### src/rtl/req_ack_arbiter.sv
// -----------------------------------------------------------------------------
// req_ack_arbiter
//
// Round-robin arbiter that shares one fixed-latency acknowledge responder
// among N requesters. A 0->1 transition on req[i] queues a pending request
// for channel i. Requests are served one at a time. Each served request
// spends ACK_DELAY cycles in SERVE and then gets a one-cycle ack pulse on its
// own channel.
//
// Parameters
//   N          number of requesters (2..8)
//   ACK_DELAY  cycles spent in SERVE before the ack cycle (>= 1)
//   IDW        width of grant_id (2**IDW >= N)
//
// Ports
//   clk        single clock, all logic on its rising edge
//   rst        synchronous active-high reset
//   req        per-channel request level; a rising edge is one request
//   ack        one-hot, one-cycle acknowledge for the served channel
//   busy       high while a request is in SERVE or ACK
//   grant_id   index of the channel being served; holds its value when idle
//   overrun    one-cycle pulse when a channel's new edge is dropped
// -----------------------------------------------------------------------------
module req_ack_arbiter #(
  parameter int N         = 4,
  parameter int ACK_DELAY = 5,
  parameter int IDW       = 2
) (
  input  logic           clk,
  input  logic           rst,
  input  logic [N-1:0]   req,
  output logic [N-1:0]   ack,
  output logic           busy,
  output logic [IDW-1:0] grant_id,
  output logic [N-1:0]   overrun
);

  // The counter only has to reach ACK_DELAY-1; keep it at least one bit wide.
  localparam int CW = (ACK_DELAY > 1) ? $clog2(ACK_DELAY) : 1;
  localparam logic [CW-1:0] COUNT_LAST = CW'(ACK_DELAY - 1);
  localparam logic [IDW-1:0] LAST_RESET = IDW'(N - 1);

  typedef enum logic [1:0] {
    ST_IDLE  = 2'd0,
    ST_SERVE = 2'd1,
    ST_ACK   = 2'd2
  } state_t;

  state_t         state_reg, state_next;
  logic [CW-1:0]  count_reg, count_next;
  logic [IDW-1:0] grant_id_reg, grant_id_next;
  logic [IDW-1:0] last_reg, last_next;

  logic [N-1:0]   req_d1_reg;
  logic [N-1:0]   pos_edge;
  logic [N-1:0]   pending_reg, pending_next;
  logic [N-1:0]   clr_mask;
  logic [N-1:0]   overrun_reg, overrun_next;
  logic [N-1:0]   ack_reg, ack_next;
  logic           busy_reg, busy_next;

  logic [N-1:0]   cand;
  logic           win_found;
  logic [IDW-1:0] win_id;

  // Channel index reached by stepping k positions past base, modulo N.
  function automatic logic [IDW-1:0] rr_index(input logic [IDW-1:0] base,
                                              input int k);
    return IDW'((int'(base) + k) % N);
  endfunction

  // ---------------------------------------------------------------------------
  // Per-channel edge detect, pending bookkeeping and overrun detection
  // ---------------------------------------------------------------------------
  generate
    for (genvar gi = 0; gi < N; gi++) begin : g_chan
      assign pos_edge[gi] = req[gi] & ~req_d1_reg[gi];

      // The channel whose ACK cycle is in progress has its pending bit retired.
      assign clr_mask[gi] = (state_reg == ST_ACK) && (grant_id_reg == IDW'(gi));

      // A new edge always sets the bit, even while it is being cleared, so an
      // edge in the channel's own ACK cycle re-queues it.
      assign pending_next[gi] = pos_edge[gi] | (pending_reg[gi] & ~clr_mask[gi]);

      // An edge is lost only if a request is already queued and not retiring.
      assign overrun_next[gi] = pos_edge[gi] & pending_reg[gi] & ~clr_mask[gi];

      assign ack_next[gi] = (state_next == ST_ACK) && (grant_id_next == IDW'(gi));
    end
  endgenerate

  // ---------------------------------------------------------------------------
  // Arbitration candidates
  // ---------------------------------------------------------------------------
  // Fresh edges are normally not visible to arbitration until they land in
  // pending_reg. The exception is the channel in its own ACK cycle: its stale
  // pending bit is masked off and replaced by its re-queue edge, so a re-queued
  // request is served back-to-back without an idle gap.
  always_comb begin
    cand = pending_reg;
    if (state_reg == ST_ACK) begin
      cand = (pending_reg & ~clr_mask) | (pos_edge & clr_mask);
    end
  end

  // Round-robin search starting at last+1; last itself is checked at the end.
  always_comb begin
    win_found = 1'b0;
    win_id    = '0;
    for (int k = 1; k <= N; k++) begin
      if (!win_found && cand[rr_index(last_reg, k)]) begin
        win_found = 1'b1;
        win_id    = rr_index(last_reg, k);
      end
    end
  end

  // ---------------------------------------------------------------------------
  // Service FSM: next state, counter and grant bookkeeping
  // ---------------------------------------------------------------------------
  always_comb begin
    state_next    = state_reg;
    count_next    = count_reg;
    grant_id_next = grant_id_reg;
    last_next     = last_reg;

    case (state_reg)
      ST_IDLE: begin
        if (win_found) begin
          state_next    = ST_SERVE;
          count_next    = '0;
          grant_id_next = win_id;
          last_next     = win_id;
        end
      end

      ST_SERVE: begin
        if (count_reg == COUNT_LAST) begin
          state_next = ST_ACK;
        end else begin
          count_next = count_reg + 1'b1;
        end
      end

      ST_ACK: begin
        if (win_found) begin
          state_next    = ST_SERVE;
          count_next    = '0;
          grant_id_next = win_id;
          last_next     = win_id;
        end else begin
          state_next = ST_IDLE;
        end
      end

      default: begin
        state_next = ST_IDLE;
        count_next = '0;
      end
    endcase
  end

  assign busy_next = (state_next != ST_IDLE);

  // ---------------------------------------------------------------------------
  // State and output registers
  // ---------------------------------------------------------------------------
  always_ff @(posedge clk) begin
    if (rst) begin
      state_reg    <= ST_IDLE;
      count_reg    <= '0;
      grant_id_reg <= '0;
      last_reg     <= LAST_RESET;
      req_d1_reg   <= '0;
      pending_reg  <= '0;
      overrun_reg  <= '0;
      ack_reg      <= '0;
      busy_reg     <= 1'b0;
    end else begin
      state_reg    <= state_next;
      count_reg    <= count_next;
      grant_id_reg <= grant_id_next;
      last_reg     <= last_next;
      req_d1_reg   <= req;
      pending_reg  <= pending_next;
      overrun_reg  <= overrun_next;
      ack_reg      <= ack_next;
      busy_reg     <= busy_next;
    end
  end

  assign ack      = ack_reg;
  assign busy     = busy_reg;
  assign grant_id = grant_id_reg;
  assign overrun  = overrun_reg;

endmodule

### config.mk
export PLATFORM = sky130hd
export DESIGN_NAME = req_ack_arbiter
export DESIGN_NICKNAME = d
export VERILOG_FILES = /design/src/rtl/req_ack_arbiter.sv
export SDC_FILE = /design/constraint.sdc
export NUM_CORES = 1
export LEC_CHECK = 0
export ABC_AREA = 1
export ABC_CLOCK_PERIOD_IN_PS = 3950
export BUFFER_PORTS_ARGS = -buffer_cell sky130_fd_sc_hd__buf_2
export CORE_MARGIN = 5
export CORE_UTILIZATION = 59
export DETAILED_ROUTE_END_ITERATION = 16
export GPL_TIMING_DRIVEN = 0
export PLACE_DENSITY = 0.83
export SLEW_MARGIN = 10
export SYNTH_ARGS = -nofsm -noshare
export SYNTH_HDL_FRONTEND = slang
export SYNTH_SLANG_ARGS = --single-unit
### constraint.sdc
create_clock -name clk -period 3.95 [get_ports clk]
set_clock_uncertainty 0.15 [all_clocks]
set_input_delay 0.1975 -clock clk [delete_from_list [all_inputs] [get_ports clk]]
set_output_delay 0.1975 -clock clk [all_outputs]
set_load 0.03 [all_outputs]
==> out/metrics.cfg, run 1 <==
[run_status]
status = complete, no violations

[finish]
final_cell_mix = 33 x nand2_1, 29 x inv_1, 28 x nor2_1
final_common_cell = nand2_1
area.growth.synth_to_final_pct = 15.9
drive_gt1_share_pct = 18.3
stdcell_count = 235
diodes = 0
fin_nets = 217

[timing]
setup_tns_ns = 0
max_freq_ghz = 0.479
max_slew_margin_pct = 67.9
finalMaxSlewViolations = 0
hold_viol = 0
setup_viol = 0
period_needed_ns = 2.09
rsz0062_at_grt = false
period_share_pct = 52.9
tightest_slew_ns = 0.482

[route]
antenna_left = 0
avgViaCountPerCell = 5.11
finalWirelength_mm = 2.60
dr_total_vias = 1200
drtIter0Drc = 47
first_pass_iters = 4
wire_per_inst_um = 11.1
drcViolationCount = 0

[synth]
syn_area_per_cell_um2 = 6.89
ys_ff_latch = 26
synth_area_um2 = 1260
syn_nets = 191
yosys_warnings = 0
synth.distinct_cells = 20
synthCells = 183
yosysSeqAreaShare_pct = 41.3

[global_route]
grt_overflow = 0
grt_pass1_vias = 1149
antenna_found_initial = 0
track_usage_pct = 18.0
grt_max_degree = 15
grt_pass1_wl_mm = 4.73

[setup_path]
startpoint_type = register
reg2reg_depth = 15
worst_r2r_startpoint = grant_id[1]
crit_chain = inv_1, nor2_1, nand2_1, nand2_2, nand2_1, nand2_1, nand3_1, nand2_2, nand3_2, nor2_2, nand2_1, nand2_2, inv_1, nand3_1, a21oi_1
cp.required_ns = 4.00
worst_path_most_repeated_cell = nand2_1
crit_cells = 15
critical-path-slowest-cell = dfxtp_1
r2r_end = count_reg[0]
worst-path-buf-inv = 2
path_delay_family = simple AND/OR/NAND/NOR gates
critPathKind = register to register
arrival_ns = 2.14
cp-startpoint = grant_id[1]
cp-end-kind = register
slowest_delay_ns = 0.45
endpoint = count_reg[0]
rrSetupSlack_ns = 1.86
crit_fanout = 6

[power_and_ir_drop]
ir_worst_vdd_uv = 519
p_per_area_nw_per_um2 = 622
p_leak_nw = 0.733

[clock_tree]
cts_buffer_depth = 2
numCtsBuffers = 3
h-tree-depth = 1
tritoncts = yes
clk_pin_slew_ns = 0.14
cts_root_buf = clkbuf_4
clock_latency_ns = 0.31
cts_num_sinks = 26

[place]
dp.cells = 226
dpl.hpwl_mm = 2.04
portBuffers = 16
place_congestion = 0.849

[floorplan]
die_w_um = 56.2
start_util_pct = 62.9
die_h_um = 56.2
die_area_um2 = 3160
core_um2 = 2000
pin_count = 17
fp-row-count = 16

[job]
maxCapViolations = 0

[min_path]
min_path_type = register to register

==> power breakdown <==
group / switching (mW) / internal [mW]
registers: 0.0446 / 0.299
logic: 0.288 / 0.143
clock network: 0.0777 / 0.0563
==> cell type report <==
| class | count | area, um^2 |
|---|---|---|
| clock buffer | 4 | 36.3 |
| sequential | 26 | 520 |
| tap | 27 | 33.8 |
| fill | 161 | 542 |
| timing repair buffer | 21 | 130 |
| inverter | 30 | 113 |
| buffer | 2 | 7.51 |
| multi-input combinational | 125 | 619 |
==> cell usage after synthesis <==
cell	instances	area, um^2
nand2_1	33	124
inv_1	29	109
nor2_1	28	105
dfxtp_1	26	521
nand3_1	24	120
a21oi_1	9	45.0
nand2_2	8	50.1
nand3_2	4	40.0
nor3_1	4	20.0
nor2_2	3	18.8
clkbuf_1	2	7.51
ha_1	2	25.0
nand4_1	2	12.5
o211ai_1	2	15.0
o21ai_1	2	10.0
and2_4	1	8.76
inv_2	1	3.75
nor2_4	1	11.3
o21ai_0	1	5.00
xor2_1	1	8.76
==> tightest hold or removal path, cell delays in order (launching register included) <==
cell     delay [ns]
dfxtp_1        0.34
nand2_2        0.09
nor3_1         0.04
==> repair_timing <==
action / CTS / global route
endpoints found under the setup margin: 0 / 0
hold buffers: 5 / 0
gates resized for setup: 0 / 0
hold endpoints to repair: 5 / 0
buffers inserted: 0 / 0
==> metrics by stage <==
step / total power, mW / utilization, % / hold slack [ns] / area, um^2 / setup slack, ns
6_report: 0.908 / 72.9 / 0.348 / 1460 / 1.86
5_1_grt: 0.981 / 72.9 / 0.379 / 1460 / 1.63
3_3_place_gp: 0.753 / 68.6 / 0.239 / 1370 / 1.97
3_5_place_dp: 0.774 / 68.6 / 0.246 / 1370 / 1.89
4_1_cts: 0.911 / 72.9 / 0.344 / 1460 / 1.87
2_1_floorplan: 0.684 / - / 0.132 / 1260 / 1.97
==> cells by family (layout without fill, tap and decap cells) <==
group,after synthesis,count (layout),share of synthesized area (%)
AO/OA/AOI/OAI,14,14,5.96
buffers and inverters,32,57,9.53
flip-flops,26,26,41.3
XOR/XNOR,1,1,0.695
adder cells (fa/ha/maj),2,2,1.99
AND/OR/NAND/NOR,108,108,40.5
==> routing by layer <==
| layer | global-route usage [%] | share of wire [%] |
|---|---|---|
| met2 | 31.6 | 49 |
| met4 | 5.76 | 1.0 |
| met3 | 3.02 | 5.0 |
| met5 | 0 | 0 |
| met1 | 22.2 | 45 |
==> how the worst min path moves through the flow <==
stage,cells past startpoint,slack (ns),to,start
floorplan,1,0.13,state_reg[1],rst
global route,2,0.38,overrun[1],pending_reg[1]
finish,2,0.35,overrun[2],pending_reg[2]
detailed placement,2,0.25,state_reg[1],rst
global placement,2,0.24,state_reg[1],rst
CTS,2,0.34,overrun[2],pending_reg[2]
No activity file was read; power rests on OpenSTA's default activity.
==> run 2, diff against run 1 <==
--- a/config.mk
+++ b/config.mk
@@ -6,13 +6,13 @@
 export NUM_CORES = 1
 export LEC_CHECK = 0
 export ABC_AREA = 1
-export ABC_CLOCK_PERIOD_IN_PS = 3950
+export ABC_CLOCK_PERIOD_IN_PS = 2200
 export BUFFER_PORTS_ARGS = -buffer_cell sky130_fd_sc_hd__buf_2
 export CORE_MARGIN = 5
-export CORE_UTILIZATION = 59
+export CORE_UTILIZATION = 55
 export DETAILED_ROUTE_END_ITERATION = 16
 export GPL_TIMING_DRIVEN = 0
-export PLACE_DENSITY = 0.83
+export PLACE_DENSITY = 0.79
 export SLEW_MARGIN = 10
 export SYNTH_ARGS = -nofsm -noshare
 export SYNTH_HDL_FRONTEND = slang
==> constraint.sdc (replaced) <==
create_clock -name clk -period 2.2 [get_ports clk]
set_clock_uncertainty 0.15 [all_clocks]
set_input_delay 0.11 -clock clk [delete_from_list [all_inputs] [get_ports clk]]
set_output_delay 0.11 -clock clk [all_outputs]
set_load 0.03 [all_outputs]
==> out/metrics.cfg, run 2 (synthesized netlist as in run 1, its figures left out) <==
[timing]
max_freq_ghz = 0.494
period_share_pct = 92.0
finalMaxSlewViolations = 0
setup_viol = 0
hold_viol = 0
period_needed_ns = 2.02
holdWs_ns = 0.341
max_slew_margin_pct = 67.0
tightest_slew_ns = 0.495
rsz0062_at_grt = true

[setup_path]
reg2reg_depth = 15
cp.required_ns = 2.24
crit_fanout = 5
arrival_ns = 2.07
critPathKind = register to register
startpoint_type = register
cp-end-kind = register

[floorplan]
die_w_um = 57.9
pin_count = 17
start_util_pct = 57.5
fp-row-count = 17
die_h_um = 57.9
core_um2 = 2190
die_area_um2 = 3350

[finish]
final_cell_mix = 33 x nand2_1, 29 x inv_1, 26 x nor2_1
diodes = 0
final_common_cell = nand2_1
final_core_util_pct = 68.0
fin_nets = 218
drive_gt1_share_pct = 22.6
area.growth.synth_to_final_pct = 18.3
fill_cells = 177

[global_route]
track_usage_pct = 18.4
grt_overflow = 0
grt_pass1_vias = 1196
grt_pass1_wl_mm = 4.73
grt_max_degree = 14
antenna_found_initial = 0

[place]
place_congestion = 0.851
dpl.hpwl_mm = 2.19
portBuffers = 16

[min_path]
min_path_cells = 3
min_path_type = primary input to register

[power_and_ir_drop]
p_int_mw = 0.890
combinationalPowerShare_pct = 49.9
p_per_area_nw_per_um2 = 1120
swShare_pct = 46.6
pwr-share-seq_pct = 38.4
p_leak_nw = 0.731
clkPwrFrac_pct = 11.7
power.net_switching_mw = 0.776
ir_worst_vdd_uv = 716

[route]
drcViolationCount = 0
dr_total_vias = 1224
wire_per_inst_um = 12.3
drtIter0Drc = 59
antenna_left = 0
finalWirelength_mm = 2.90
first_pass_iters = 4
avgViaCountPerCell = 5.19

[clock_tree]
tritoncts = yes
cts_num_sinks = 26
clk_pin_slew_ns = 0.13
numCtsBuffers = 3
cts_root_buf = clkbuf_4
h-tree-depth = 1
cts_setup_buffers = 0
cts_buffer_depth = 2
clock_latency_ns = 0.32

[run_status]
status = complete, no violations

[job]
maxCapViolations = 0

-- run 2: cell count changes in the layout (fill, tap and decap cells not counted), sizes merged --
cell | before | now
clkbuf | 6 | 5
nor2 | 32 | 33
-- run 2: path summary, 6_finish.rpt --
kind / startpoint / endpoint / slack, ns
setup / recovery: state_reg[1] / count_reg[1] / 0.18
hold / removal: rst / state_reg[1] / 0.34
setup reg to reg: state_reg[1] / count_reg[1] / 0.18
hold reg to reg: pending_reg[2] / overrun[2] / 0.35
-- run 2: per-layer routing --
metal	GRT usage [%]	vias up	part of all wire [%]
met4	12.9	0	4.2
li1	-	631	-
met3	3.12	11	4.3
met5	0	-	0
met2	32.1	34	49
met1	19.9	548	43
-- run 2: metrics by stage --
| stage | setup TNS (ns) | cell area (um^2) | instances | setup slack, ns | power (mW) |
|---|---|---|---|---|---|
| floorplan | 0 | 1260 | 183 | 0.223 | 1.23 |
| detailed placement | 0 | 1380 | 227 | 0.114 | 1.40 |
| CTS | 0 | 1450 | 235 | 0.0909 | 1.60 |
| global route | -0.0131 | 1490 | 236 | -0.0131 | 1.80 |
| global placement | 0 | 1380 | 227 | 0.173 | 1.36 |
| finish | 0 | 1490 | 236 | 0.176 | 1.67 |
-- run 2: cell type report --
| cell class | count | area, um^2 | area share [%] |
|---|---|---|---|
| flip-flops and latches | 26 | 531 | 35.6 |
| repair buffers | 21 | 130 | 8.73 |
| well taps | 28 | 35.0 | 2.35 |
| multi-input cells | 126 | 652 | 43.7 |
| clock buffers | 3 | 22.5 | 1.51 |
| plain buffers | 2 | 7.51 | 0.504 |
| inverters | 30 | 113 | 7.56 |
-- run 2: worst max-delay path, stage by stage (launching register included) --
cell and delay, ns:
dfxtp_2 0.36, inv_2 0.07, nor2_4 0.15, nand2_1 0.08
nand2_2 0.09, nand2_1 0.08, nand2_1 0.08, nand3_1 0.09
nand2_2 0.15, nand3_4 0.10, nor2_4 0.11, nand2_1 0.08
nand2_2 0.10, inv_1 0.08, nand3_1 0.07, a21oi_1 0.07
-- run 2: timing repair --
action / CTS / global route
endpoints found under the setup margin: 0 / 9
gates resized for setup: 0 / 13
hold endpoints to repair: 13 / 0
hold buffers: 5 / 0
-- run 2: power by group through the flow --
stage	sequential (mW)	combinational [mW]	clock [mW]
CTS	0.620	0.778	0.202
floorplan	0.656	0.572	0
finish	0.640	0.831	0.195
global route	0.649	0.931	0.222
detailed placement	0.630	0.770	0
global placement	0.624	0.732	0
